==> src/rtl/memory_request_arbiter_if.sv <==
// ----------------------------------------------------------------------------
// memory_request_arbiter_if
//   Bundles the requester-side and memory-manager-side signals of the pixel
//   port arbiter.
//   Modports:
//     slave  : the arbiter itself (samples requests and completions, drives
//              grants, done strobes, read data and the manager request lines)
//     master : the environment (requesters plus framebuffer memory manager)
//   Requester i occupies req_x[9i+8:9i], req_y[8i+7:8i], req_wdata[8i+7:8i].
// ----------------------------------------------------------------------------
interface memory_request_arbiter_if #(
  parameter int NUM_REQ = 3,
  parameter int IDW     = 3
);
  // requester side
  logic [NUM_REQ-1:0]   req_read;
  logic [NUM_REQ-1:0]   req_write;
  logic [NUM_REQ*9-1:0] req_x;
  logic [NUM_REQ*8-1:0] req_y;
  logic [NUM_REQ*8-1:0] req_wdata;
  logic [NUM_REQ-1:0]   req_done;
  logic [7:0]           rdata;
  logic [IDW-1:0]       grant_id;
  logic                 busy;
  // memory manager side
  logic [8:0]           mem_x;
  logic [7:0]           mem_y;
  logic                 mem_read_request;
  logic                 mem_write_request;
  logic [7:0]           mem_write_data;
  logic [7:0]           mem_read_data;
  logic                 mem_read_complete;
  logic                 mem_write_complete;

  modport slave (
    input  req_read, req_write, req_x, req_y, req_wdata,
    input  mem_read_data, mem_read_complete, mem_write_complete,
    output req_done, rdata, grant_id, busy,
    output mem_x, mem_y, mem_read_request, mem_write_request, mem_write_data
  );

  modport master (
    output req_read, req_write, req_x, req_y, req_wdata,
    output mem_read_data, mem_read_complete, mem_write_complete,
    input  req_done, rdata, grant_id, busy,
    input  mem_x, mem_y, mem_read_request, mem_write_request, mem_write_data
  );
endinterface

==> src/rtl/memory_request_arbiter.sv <==
// ----------------------------------------------------------------------------
// memory_request_arbiter
//   Shares the single pixel read/write port of the framebuffer memory manager
//   among NUM_REQ requesters. Round-robin choice, one downstream transaction
//   at a time, one-cycle req_done strobe (plus rdata for reads) on completion.
//   Ports:
//     clock : system clock, posedge
//     reset : synchronous, active-high
//     bus   : memory_request_arbiter_if.slave (requests, grants, manager port)
//   Optional build macro:
//     ARB_PRIORITY0_EN : requester 0 gets strict priority; the rest rotate
//                        among 1..NUM_REQ-1 and requester-0 grants leave the
//                        rotation pointer untouched.
// ----------------------------------------------------------------------------
module memory_request_arbiter #(
  parameter int NUM_REQ = 3,
  parameter int IDW     = 3
) (
  input logic                     clock,
  input logic                     reset,
  memory_request_arbiter_if.slave bus
);

  typedef enum logic [1:0] {IDLE, ISSUE, DONE} state_t;

  state_t             state_q, state_d;
  logic [IDW-1:0]     ptr_q, ptr_d;
  logic [IDW-1:0]     grant_q, grant_d;
  logic [8:0]         mem_x_q, mem_x_d;
  logic [7:0]         mem_y_q, mem_y_d;
  logic [7:0]         wdata_q, wdata_d;
  logic               rd_req_q, rd_req_d;
  logic               wr_req_q, wr_req_d;
  logic               busy_q, busy_d;
  logic [NUM_REQ-1:0] done_q, done_d;
  logic [7:0]         rdata_q, rdata_d;

  logic [NUM_REQ-1:0] pending;
  logic [NUM_REQ-1:0] rr_pending;
  logic               pick_valid;
  logic [IDW-1:0]     pick;

  assign pending = bus.req_read | bus.req_write;

`ifdef ARB_PRIORITY0_EN
  // Requester 0 is served by the priority override, not by the rotation.
  assign rr_pending = pending & {{(NUM_REQ-1){1'b1}}, 1'b0};
`else
  assign rr_pending = pending;
`endif

  // First pending requester at or above the pointer, wrapping around.
  always_comb begin
    int idx;
    // NOTE: every variable written here gets a default first; a path that
    // skips an assignment would otherwise infer a latch.
    idx        = 0;
    pick_valid = 1'b0;
    pick       = '0;
    for (int k = 0; k < NUM_REQ; k++) begin
      idx = int'(ptr_q) + k;
      if (idx >= NUM_REQ) idx = idx - NUM_REQ;
      if (!pick_valid && rr_pending[idx]) begin
        pick_valid = 1'b1;
        pick       = IDW'(idx);
      end
    end
`ifdef ARB_PRIORITY0_EN
    if (pending[0]) begin
      pick_valid = 1'b1;
      pick       = '0;
    end
`endif
  end

  // Next-state and registered-output logic.
  always_comb begin
    int p;
    p        = int'(pick);
    state_d  = state_q;
    ptr_d    = ptr_q;
    grant_d  = grant_q;
    mem_x_d  = mem_x_q;
    mem_y_d  = mem_y_q;
    wdata_d  = wdata_q;
    rd_req_d = rd_req_q;
    wr_req_d = wr_req_q;
    busy_d   = busy_q;
    rdata_d  = rdata_q;
    done_d   = '0;

    unique case (state_q)
      IDLE: begin
        if (pick_valid) begin
          grant_d  = pick;
          mem_x_d  = bus.req_x[9*p +: 9];
          mem_y_d  = bus.req_y[8*p +: 8];
          wdata_d  = bus.req_wdata[8*p +: 8];
          // A write takes precedence over a simultaneous read.
          wr_req_d = bus.req_write[p];
          rd_req_d = ~bus.req_write[p];
          busy_d   = 1'b1;
          state_d  = ISSUE;
        end
      end

      ISSUE: begin
        // Exactly one of rd_req_q/wr_req_q is high here; a completion of the
        // other type is not ours and is ignored.
        if ((wr_req_q && bus.mem_write_complete) ||
            (rd_req_q && bus.mem_read_complete)) begin
          if (rd_req_q) rdata_d = bus.mem_read_data;
          rd_req_d         = 1'b0;
          wr_req_d         = 1'b0;
          done_d[grant_q]  = 1'b1;
`ifdef ARB_PRIORITY0_EN
          if (grant_q != '0)
`endif
          begin
            if (grant_q == IDW'(NUM_REQ-1)) ptr_d = '0;
            else                            ptr_d = grant_q + 1'b1;
          end
          state_d = DONE;
        end
      end

      DONE: begin
        busy_d  = 1'b0;
        state_d = IDLE;
      end

      default: state_d = IDLE;
    endcase
  end

  // NOTE: sequential state uses non-blocking assignments so every register
  // samples the pre-edge values, independent of statement order.
  always_ff @(posedge clock) begin
    if (reset) begin
      state_q  <= IDLE;
      ptr_q    <= '0;
      grant_q  <= '0;
      mem_x_q  <= '0;
      mem_y_q  <= '0;
      wdata_q  <= '0;
      rd_req_q <= 1'b0;
      wr_req_q <= 1'b0;
      busy_q   <= 1'b0;
      done_q   <= '0;
      rdata_q  <= '0;
    end else begin
      state_q  <= state_d;
      ptr_q    <= ptr_d;
      grant_q  <= grant_d;
      mem_x_q  <= mem_x_d;
      mem_y_q  <= mem_y_d;
      wdata_q  <= wdata_d;
      rd_req_q <= rd_req_d;
      wr_req_q <= wr_req_d;
      busy_q   <= busy_d;
      done_q   <= done_d;
      rdata_q  <= rdata_d;
    end
  end

  assign bus.req_done          = done_q;
  assign bus.rdata             = rdata_q;
  assign bus.grant_id          = grant_q;
  assign bus.busy              = busy_q;
  assign bus.mem_x             = mem_x_q;
  assign bus.mem_y             = mem_y_q;
  assign bus.mem_read_request  = rd_req_q;
  assign bus.mem_write_request = wr_req_q;
  assign bus.mem_write_data    = wdata_q;

endmodule

==> src/flat_wrapper.sv <==
// flat-port wrapper written by rule: the top's interface ports become plain ports
module memory_request_arbiter_flat 
#(
  parameter int NUM_REQ = 3,
  parameter int IDW     = 3
)
  (clock, reset, bus_req_read, bus_req_write, bus_req_x, bus_req_y, bus_req_wdata, bus_mem_read_data, bus_mem_read_complete, bus_mem_write_complete, bus_req_done, bus_rdata, bus_grant_id, bus_busy, bus_mem_x, bus_mem_y, bus_mem_read_request, bus_mem_write_request, bus_mem_write_data);
  memory_request_arbiter_if #(.NUM_REQ(NUM_REQ), .IDW(IDW)) bus_i ();
  input logic clock;
  input logic reset;
  input wire logic [$bits(bus_i.req_read)-1:0] bus_req_read;
  input wire logic [$bits(bus_i.req_write)-1:0] bus_req_write;
  input wire logic [$bits(bus_i.req_x)-1:0] bus_req_x;
  input wire logic [$bits(bus_i.req_y)-1:0] bus_req_y;
  input wire logic [$bits(bus_i.req_wdata)-1:0] bus_req_wdata;
  input wire logic [$bits(bus_i.mem_read_data)-1:0] bus_mem_read_data;
  input wire logic [$bits(bus_i.mem_read_complete)-1:0] bus_mem_read_complete;
  input wire logic [$bits(bus_i.mem_write_complete)-1:0] bus_mem_write_complete;
  output wire logic [$bits(bus_i.req_done)-1:0] bus_req_done;
  output wire logic [$bits(bus_i.rdata)-1:0] bus_rdata;
  output wire logic [$bits(bus_i.grant_id)-1:0] bus_grant_id;
  output wire logic [$bits(bus_i.busy)-1:0] bus_busy;
  output wire logic [$bits(bus_i.mem_x)-1:0] bus_mem_x;
  output wire logic [$bits(bus_i.mem_y)-1:0] bus_mem_y;
  output wire logic [$bits(bus_i.mem_read_request)-1:0] bus_mem_read_request;
  output wire logic [$bits(bus_i.mem_write_request)-1:0] bus_mem_write_request;
  output wire logic [$bits(bus_i.mem_write_data)-1:0] bus_mem_write_data;
  assign bus_i.req_read = bus_req_read;
  assign bus_i.req_write = bus_req_write;
  assign bus_i.req_x = bus_req_x;
  assign bus_i.req_y = bus_req_y;
  assign bus_i.req_wdata = bus_req_wdata;
  assign bus_i.mem_read_data = bus_mem_read_data;
  assign bus_i.mem_read_complete = bus_mem_read_complete;
  assign bus_i.mem_write_complete = bus_mem_write_complete;
  assign bus_req_done = bus_i.req_done;
  assign bus_rdata = bus_i.rdata;
  assign bus_grant_id = bus_i.grant_id;
  assign bus_busy = bus_i.busy;
  assign bus_mem_x = bus_i.mem_x;
  assign bus_mem_y = bus_i.mem_y;
  assign bus_mem_read_request = bus_i.mem_read_request;
  assign bus_mem_write_request = bus_i.mem_write_request;
  assign bus_mem_write_data = bus_i.mem_write_data;
  memory_request_arbiter #(.NUM_REQ(NUM_REQ), .IDW(IDW)) u_core (.clock(clock), .reset(reset), .bus(bus_i));
endmodule
==> config.mk <==
export PLATFORM = sky130hd
export DESIGN_NAME = memory_request_arbiter_flat
export DESIGN_NICKNAME = d
export VERILOG_FILES = /design/src/rtl/memory_request_arbiter_if.sv /design/src/rtl/memory_request_arbiter.sv /design/src/flat_wrapper.sv
export SDC_FILE = /design/constraint.sdc
export NUM_CORES = 1
export LEC_CHECK = 0
export CAP_MARGIN = 30
export CORE_MARGIN = 2
export CORE_UTILIZATION = 46
export DETAILED_ROUTE_END_ITERATION = 12
export PLACE_DENSITY = 0.87
export SLEW_MARGIN = 5
export SYNTH_ARGS = -nofsm -noshare
export SYNTH_HDL_FRONTEND = slang
export SYNTH_SLANG_ARGS = --single-unit
export TNS_END_PERCENT = 30
==> constraint.sdc <==
create_clock -name clock -period 8 [get_ports clock]
set_clock_uncertainty 0.2 [all_clocks]
set_input_delay 1.6 -clock clock [delete_from_list [all_inputs] [get_ports clock]]
set_output_delay 1.6 -clock clock [all_outputs]
set_load 0.1 [all_outputs]
==> impl_results.md, run 1 <==
- Hold WS: about 0.26 ns
- Crit end category: flop
- Die area: 7253 um^2
- Hold buffers post-CTS: 0
- Ys flop type: dfxtp_1
- Fin nets: 546
- Busiest grt layer: met2
- Commonest non-fill, non-tap cell in the layout: clkdlybuf4s50_1
- Worst Path Max Fanout: 28
- Global-route wire length before repair: 14.27 mm
- Crit path time final: about 5 ns
- Status: complete, no violations
- Placed Instances: about 520
- Worst-Margin Slew: between 1 and 1.5 ns
- All-Layer GR Usage: roughly a quarter
- Setup TNS: 0 ns
- Die Wd: between 80 and 90 um
- Adder-Cell Fraction of Synth Area: approximately 2.1%
- Max_slew headroom: 31.68%
- WP buf/inv: 1
- Port Buf Inserts: ~130
- Via density: ~5.7
- Post-Syn Area per Cell: 9.296 um^2
- Most frequent cells in the layout: 134 x clkdlybuf4s50_1, 47 x dfxtp_1, 40 x nor2_1, 38 x nand2_1, 25 x and2_1
- Mux cell area share after synthesis: 1.693%
- Bufs on Longest Clock Path: 2
- CP Class: in2reg
- Startpoint types: input port
- Worst VDD drop: between 200 and 300 uV
- Synth-to-Final Area Change: 47.77%
- Clk sinks: between 40 and 50
- Hold Path Class: reg2reg
- Number of antenna-violating nets in the routed design: 0
- DR WL/cell: approximately 17 um
- Compound-gate portion of the synthesized area: between 30% and 40%
- Setup bufs post-CTS: 0
- Net count after synthesis: between 400 and 500
- Final std cells w/o fill: between 500 and 600
- CP Data Arrival Time: ~4.9 ns
- ANT cells: 0
- CTS resizes: 0
- Pwr dens: roughly 370 nW/um^2
- Share of layout cells above drive strength 1: 16.04%
- Largest net degree at the start of global routing: 29
- Crit share post-route: between 60% and 70%
- GP Congestion: 0.9141
- Clock root cell: clkbuf_8
- Xor and xnor fraction of the mapped netlist area: between 2 and 2.5%
- Fmax: between 0.2 and 0.25 GHz
- Residual DRC: 0
- Setup-failing EPs final: 0
- Synth Cell Area: just over 3000 um^2
- Met2 GRT Util: about two fifths
- CP delay by family, top: simple AND/OR/NAND/NOR gates
- CTS H-tree lvls: 2
- Critical Path Max Stage Delay: roughly 0.68 ns
- IO Pins: approximately 140
- Slowest cell on crit path: nand2b_1
- TritonCTS Buffers: 5
- Grt met1 use: a little under a third
- Total of max-cap violations: 0
- Gr ovfl total: 0
- Chip height: about 85 um
- Row count: 29
- Cell variety after synth: 62
- WP data required: 7.99 ns
- Vias in the first global route: between 2000 and 3000
- CP Cell Sequence: clkdlybuf4s50_1, nor2_1, nor3b_2, a2111oi_4, o21ai_1, nand2b_1, nand2_4, a221oi_1, o31ai_1
- Final wirelength: roughly 9 mm
- Worst-path clk slew: 0.09 ns
- Worst-Skew Late Latency: approximately 0.30 ns
- Effective utilization at floorplan: between 40% and 50%
- Register area share after synthesis: a little over 30%
- Synth warnings: 0
- DP HPWL: around 6.8 mm
- Synth async-reset ratio: 0%
- Post-synthesis simple-gate area fraction: between 20% and 30%
- Drt pass-1 iters: 4
- Final Max Tran Viols: 0
- RSZ-0062 raised after global routing: false
- Antenna violations before repair: 0
- DR vias: roughly 3000
- CTS tree: done
- Core Footprint: approximately 6300 um^2
- Met3 usage: under 10%
- Mapped Cells: approximately 330
- Largest family of logic cells by synthesized area: compound AO/OA/AOI/OAI gates
- Post-synth EDFFs: 0
- Cell leakage power: around 1.6 nW
- Register bit count reported by yosys: 47
- Final Hold Viols: 0
- Reg2reg setup slack: ~3.7 ns
- DRT iter0 DRCs: 82
where the power goes:
part           switching (mW)  leakage, nW  internal, mW  total, mW
Combinational           0.765         1.14         0.409       1.17
Sequential             0.0466        0.385         0.286      0.332
Clock                  0.0859       0.0474        0.0707      0.157
path summary, 6_finish.rpt:
check | from | endpoint | depth (start not counted)
max reg2reg | u_core.ptr_q[0]$_SDFFE_PP0P_ | u_core.bus.mem_y[1]$_SDFFE_PP0P_ | 9
min | u_core.bus.mem_y[4]$_SDFFE_PP0P_ | u_core.bus.mem_y[4]$_SDFFE_PP0P_ | 2
max | bus_req_write[0] | u_core.bus.mem_y[1]$_SDFFE_PP0P_ | 9
min reg2reg | u_core.bus.mem_y[4]$_SDFFE_PP0P_ | u_core.bus.mem_y[4]$_SDFFE_PP0P_ | 2
sequential cells by signal (all words and copies together) (netlist names):
signal	flops
u_core.bus.busy	1
u_core.bus.req_done	3
u_core.ptr_q	3
u_core.bus.grant_id	3
u_core.bus.mem_y	8
u_core.bus.mem_read_request	1
u_core.state_q	2
u_core.bus.mem_write_data	8
u_core.bus.rdata	8
u_core.bus.mem_write_request	1
u_core.bus.mem_x	9
cell usage after synthesis (2+ instances only):
master,count,area [um^2]
nor3_1,4,20.02
a221oi_2,20,300.3
a31o_1,2,17.52
o31ai_2,19,237.7
o21ai_0,2,10.01
ha_1,5,62.56
clkbuf_1,7,26.28
nor2_1,40,150.1
o211ai_1,2,15.01
mux2i_1,4,40.04
inv_1,4,15.01
nand2b_1,3,18.77
nand3_1,11,55.05
nand2_1,38,142.6
o21ai_1,3,15.01
a21oi_1,14,70.07
dfxtp_1,47,940.9
and2_1,25,156.4
nor2b_1,3,18.77
buf_2,8,40.04
buf_4,4,30.03
buf_8,2,30.03
xnor2_1,3,26.28
a221oi_1,5,43.79
buf_6,5,56.30
o31ai_1,7,52.55
nor3b_1,4,30.03
logic make-up (layout without fill, tap and decap cells):
kind of cell,count (synthesis),count (layout)
adder cells (fa/ha/maj),5,5
AO/OA/AOI/OAI,91,91
multiplexers,5,5
AND/OR/NAND/NOR,143,143
XOR/XNOR,5,5
buffers and inverters,30,153
flip-flops,47,47
worst register-to-register path, cell delays in order (launching register included):
cell	delay (ns)
dfxtp_1	0.83
ha_1	0.44
o21ai_1	0.26
nor3b_2	0.16
a2111oi_4	0.45
o21ai_1	0.12
nand2b_1	0.68
nand2_4	0.46
a221oi_1	0.44
o31ai_1	0.12
routing by layer:
layer	routed length (um)	part of all wire, %
met4	133	1.5
met2	4281	47
met1	3814	42
met5	0	0
met3	853	9.4
per-stage QoR:
stage	total power, mW	cell area [um^2]	utilization, %	worst slack, ns
6_report	1.663	4478	70.52	3.103
3_5_place_dp	1.502	4368	68.79	2.830
5_1_grt	1.748	4478	70.52	2.900
2_1_floorplan	1.281	3030	-	4.250
4_1_cts	1.660	4467	70.34	3.162
3_3_place_gp	1.450	4310	67.88	2.801
cell type report:
cell class	instances	area (um^2)
clock buffer	6	82.58
clock inverter	2	16.27
fill	474	1872
inverter	4	15.01
multi-input combinational	249	1894
sequential	47	940.9
tap	77	96.34
timing repair buffer	141	1433
Power figures use the tool's default switching activity.
==> run 2, diff against run 1 <==
--- a/config.mk
+++ b/config.mk
@@ -7,9 +7,9 @@
 export LEC_CHECK = 0
 export CAP_MARGIN = 30
 export CORE_MARGIN = 2
-export CORE_UTILIZATION = 46
+export CORE_UTILIZATION = 38
 export DETAILED_ROUTE_END_ITERATION = 12
-export PLACE_DENSITY = 0.87
+export PLACE_DENSITY = 0.77
 export SLEW_MARGIN = 5
 export SYNTH_ARGS = -nofsm -noshare
 export SYNTH_HDL_FRONTEND = slang
==> constraint.sdc (replaced) <==
create_clock -name clock -period 4.05 [get_ports clock]
set_clock_uncertainty 0.2 [all_clocks]
set_input_delay 0.81 -clock clock [delete_from_list [all_inputs] [get_ports clock]]
set_output_delay 0.81 -clock clock [all_outputs]
set_load 0.1 [all_outputs]
==> run 2 against run 1 <==
Total power increased by 97%. Sequential power up 92%. Utilization fell by 12 points. Flip-flop and latch count unchanged. Critical endpoint is now u_core.bus.mem_y[4]$_SDFFE_PP0P_. Non-clock buffer count grew 10. Global-route usage is 3.7 points lower. Highest routed layer unchanged. Critical path depth unchanged.
==> impl_results.md, run 2 (synthesized netlist as in run 1, its figures left out) <==
- Final Hold Viols: 0 (unchanged)
- Switching Share: 53.77% (was 53.95%)
- Cell leakage power: 1.603 nW (was 1.575 nW)
- Final wirelength: 8.974 mm (was 9.082 mm)
- Clk sinks: 47 (unchanged)
- Antenna violations before repair: 0 (unchanged)
- Worst reg2reg path endpoint: u_core.bus.mem_y[4]$_SDFFE_PP0P_ (was u_core.bus.mem_y[1]$_SDFFE_PP0P_)
- CP Cell Sequence: clkdlybuf4s50_1, nor2_1, nor3b_2, a2111oi_4, nor3b_4, o21ai_4, nand2_4, a221oi_1, o31ai_1 (was clkdlybuf4s50_1, nor2_1, nor3b_2, a2111oi_4, o21ai_1, nand2b_1, nand2_4, a221oi_1, o31ai_1)
- Setup bufs post-CTS: 0 (unchanged)
- Number of flip-flops in the largest register: 9 (unchanged)
- Synth-to-Final Area Change: 49.42% (was 47.77%)
- Slowest cell on crit path: o21ai_4 (was nand2b_1)
- TritonCTS Buffers: 5 (unchanged)
- CTS tree: done (unchanged)
- Effective utilization at floorplan: 39.22% (was 47.72%)
- Worst setup startpoint: bus_req_write[0] (unchanged)
- DR vias: 2964 (was 3021)
- Crit path time final: about 3.7 ns
- Global-route wire length before repair: 14.62 mm (was 14.27 mm)
- Startpoint types: input port (unchanged)
- Clock root cell: clkbuf_8 (unchanged)
- Die area: 8705 um^2 (was 7253 um^2)
- Largest net degree at the start of global routing: 27 (was 29)
- Critical Path Max Stage Delay: 0.52 ns (was 0.68 ns)
- Clock share of power: 8.5% (was 9.4%)
- Worst slack at placement: -0.0004898 ns (was 2.830 ns)
- IO Pins: 135 (unchanged)
- Setup-failing EPs final: 0 (unchanged)
- CP Class: in2reg (unchanged)
- DP HPWL: 6.714 mm (was 6.821 mm)
- WP buf/inv: 1 (unchanged)
- R2r startpoint: u_core.ptr_q[1]$_SDFFE_PP0P_ (was u_core.ptr_q[0]$_SDFFE_PP0P_)
- Row count: 32 (was 29)
- Vias in the first global route: 2919 (was 2988)
- CTS H-tree lvls: 2 (unchanged)
- Total of max-cap violations: 0 (unchanged)
- DR WL/cell: 16.00 um (was 17.27 um)
- Die Wd: 93.30 um (was 85.17 um)
- Crit. path cell count: 9 (unchanged)
- Sw power: 1.757 mW (was 897.2 uW)
- Status: complete, no violations (unchanged)
- Worst-Margin Slew: 1.005 ns (was 1.022 ns)
- Flop pwr share: 19.5% (was 20.0%)
- Commonest non-fill, non-tap cell in the layout: clkdlybuf4s50_1 (unchanged)
- GP Congestion: 0.8193 (was 0.9141)
- Hold buffers post-CTS: 0 (unchanged)
- CP Data Arrival Time: 3.67 ns (was 4.89 ns)
- Max_slew headroom: 32.81% (was 31.68%)
- Fillers: 679 (was 474)
- Hold Path Class: reg2reg (unchanged)
- R2R depth: 10 (was 9)
- Fin worst setup slack: 0.3631 ns (was 3.103 ns)
- Share of layout cells above drive strength 1: 17.43% (was 16.04%)
- Gr ovfl total: 0 (unchanged)
- RSZ-0062 raised after global routing: false (unchanged)
- Pwr dens: 721.8 nW/um^2 (was 371.4 nW/um^2)
- Logic gate share of total power: 72.0% (was 70.6%)
- Critical Path End: u_core.bus.mem_y[4]$_SDFFE_PP0P_ (was u_core.bus.mem_y[1]$_SDFFE_PP0P_)
- Residual DRC: 0 (unchanged)
- Via density: 5.283 (was 5.743)
- Port Buf Inserts: 134 (unchanged)
- Final Max Tran Viols: 0 (unchanged)
- Drt pass-1 iters: 4 (unchanged)
- Worst-Skew Late Latency: 0.29 ns (was 0.30 ns)
- Hold Path Stages: 2 (unchanged)
- WP data required: 4.03 ns (was 7.99 ns)
- Worst VDD drop: 507.6 uV (was 280.8 uV)
- Setup TNS: 0 ns (unchanged)
- Crit end category: flop (unchanged)
- Most frequent cells in the layout: 134 x clkdlybuf4s50_1, 47 x dfxtp_1, 40 x nor2_1, 38 x nand2_1, 25 x and2_1 (unchanged)
- Internal: 1.511 mW (was 765.7 uW)
- Number of antenna-violating nets in the routed design: 0 (unchanged)
- Chip height: 93.30 um (was 85.17 um)
- CTS resizes: 0 (unchanged)
- All-Layer GR Usage: 20.65% (was 24.31%)
- Final Core Density: 58.60% (was 70.52%)
- Fin nets: 556 (was 546)
- Worst Path Max Fanout: 26 (was 28)
- DRT iter0 DRCs: 82 (unchanged)
- Fmax: between 0.2 and 0.3 GHz
- Worst-path clk slew: 0.09 ns (about the same)
- Bufs on Longest Clock Path: 2 (unchanged)
- Reg2reg setup slack: 0.41 ns (was 3.74 ns)
- Core Footprint: 7727 um^2 (was 6350 um^2)
- CP delay by family, top: compound AO/OA/AOI/OAI gates (was simple AND/OR/NAND/NOR gates)
- ANT cells: 0 (unchanged)
- Crit share post-route: a little over 90%
==> run 2: cell count changes in the layout (fill, tap and decap cells not counted) <==
cell	previous run	this run
buf_4	3	17
buf_8	2	0
clkbuf_1	0	2
buf_16	1	0
buf_6	1	0
clkbuf_8	6	5
clkinv_2	0	1
clkinv_4	1	0
clkinvlp_4	1	0
==> run 2: routing by layer <==
| layer | vias to the layer above | GRT usage [%] | wire length, um |
|---|---|---|---|
| met5 | - | 0 | 0 |
| met4 | 0 | 2.328 | 37 |
| met3 | 5 | 4.915 | 702 |
| met2 | 110 | 35.49 | 4291 |
| met1 | 1396 | 27.16 | 3943 |
| li1 | 1453 | - | - |
==> run 2: worst register-to-register path, delay by kind of cell (launching register included) <==
kind / cells / cell delay (ns)
AO/OA/AOI/OAI: 5 / 1.36
AND/OR/NAND/NOR: 3 / 1.01
flip-flops: 1 / 0.43
adder cells (fa/ha/maj): 1 / 0.40
buffers and inverters: 1 / 0.12
==> run 2: power groups by stage <==
stage	clock [mW]	sequential, mW	combinational [mW]
after floorplan	0	1.25	1.28
after global placement	0	0.645	2.32
after detailed placement	0	0.646	2.36
after CTS	0.283	0.636	2.36
after global routing	0.303	0.651	2.51
final	0.278	0.637	2.35
==> run 2: area by class of cell <==
class	instances	area [um^2]	share of cell area [%]
Tap cell	102	127.6	2.818
Sequential cell	47	940.9	20.78
Clock inverter	1	5.005	0.1105
Clock buffer	7	76.32	1.686
Timing Repair Buffer	151	1469	32.44
Multi-Input combinational cell	249	1894	41.83
Inverter	4	15.01	0.3316
==> run 2: how the worst min path moves through the flow <==
| stage | startpoint | endpoint | slack [ns] |
|---|---|---|---|
| global route | u_core.bus.mem_x[3]$_SDFFE_PP0P_ | u_core.bus.mem_x[3]$_SDFFE_PP0P_ | 0.28 |
| detailed placement | u_core.bus.mem_y[3]$_SDFFE_PP0P_ | u_core.bus.mem_y[3]$_SDFFE_PP0P_ | 0.24 |
| global placement | u_core.bus.mem_y[3]$_SDFFE_PP0P_ | u_core.bus.mem_y[3]$_SDFFE_PP0P_ | 0.24 |
| CTS | u_core.bus.mem_y[3]$_SDFFE_PP0P_ | u_core.bus.mem_y[3]$_SDFFE_PP0P_ | 0.26 |
| finish | u_core.bus.rdata[0]$_SDFFE_PP0P_ | u_core.bus.rdata[0]$_SDFFE_PP0P_ | 0.26 |
| floorplan | u_core.state_q[0]$_SDFFE_PP0P_ | u_core.state_q[0]$_SDFFE_PP0P_ | 0.29 |
==> run 2: metrics by stage <==
step	cells	area, um^2	power (mW)	hold slack, ns
2_1_floorplan	326	3030	2.530	0.2865
3_3_place_gp	553	4447	2.964	0.2366
3_5_place_dp	553	4447	3.003	0.2448
4_1_cts	561	4528	3.282	0.2613
5_1_grt	561	4528	3.460	0.2815
6_report	561	4528	3.268	0.2631
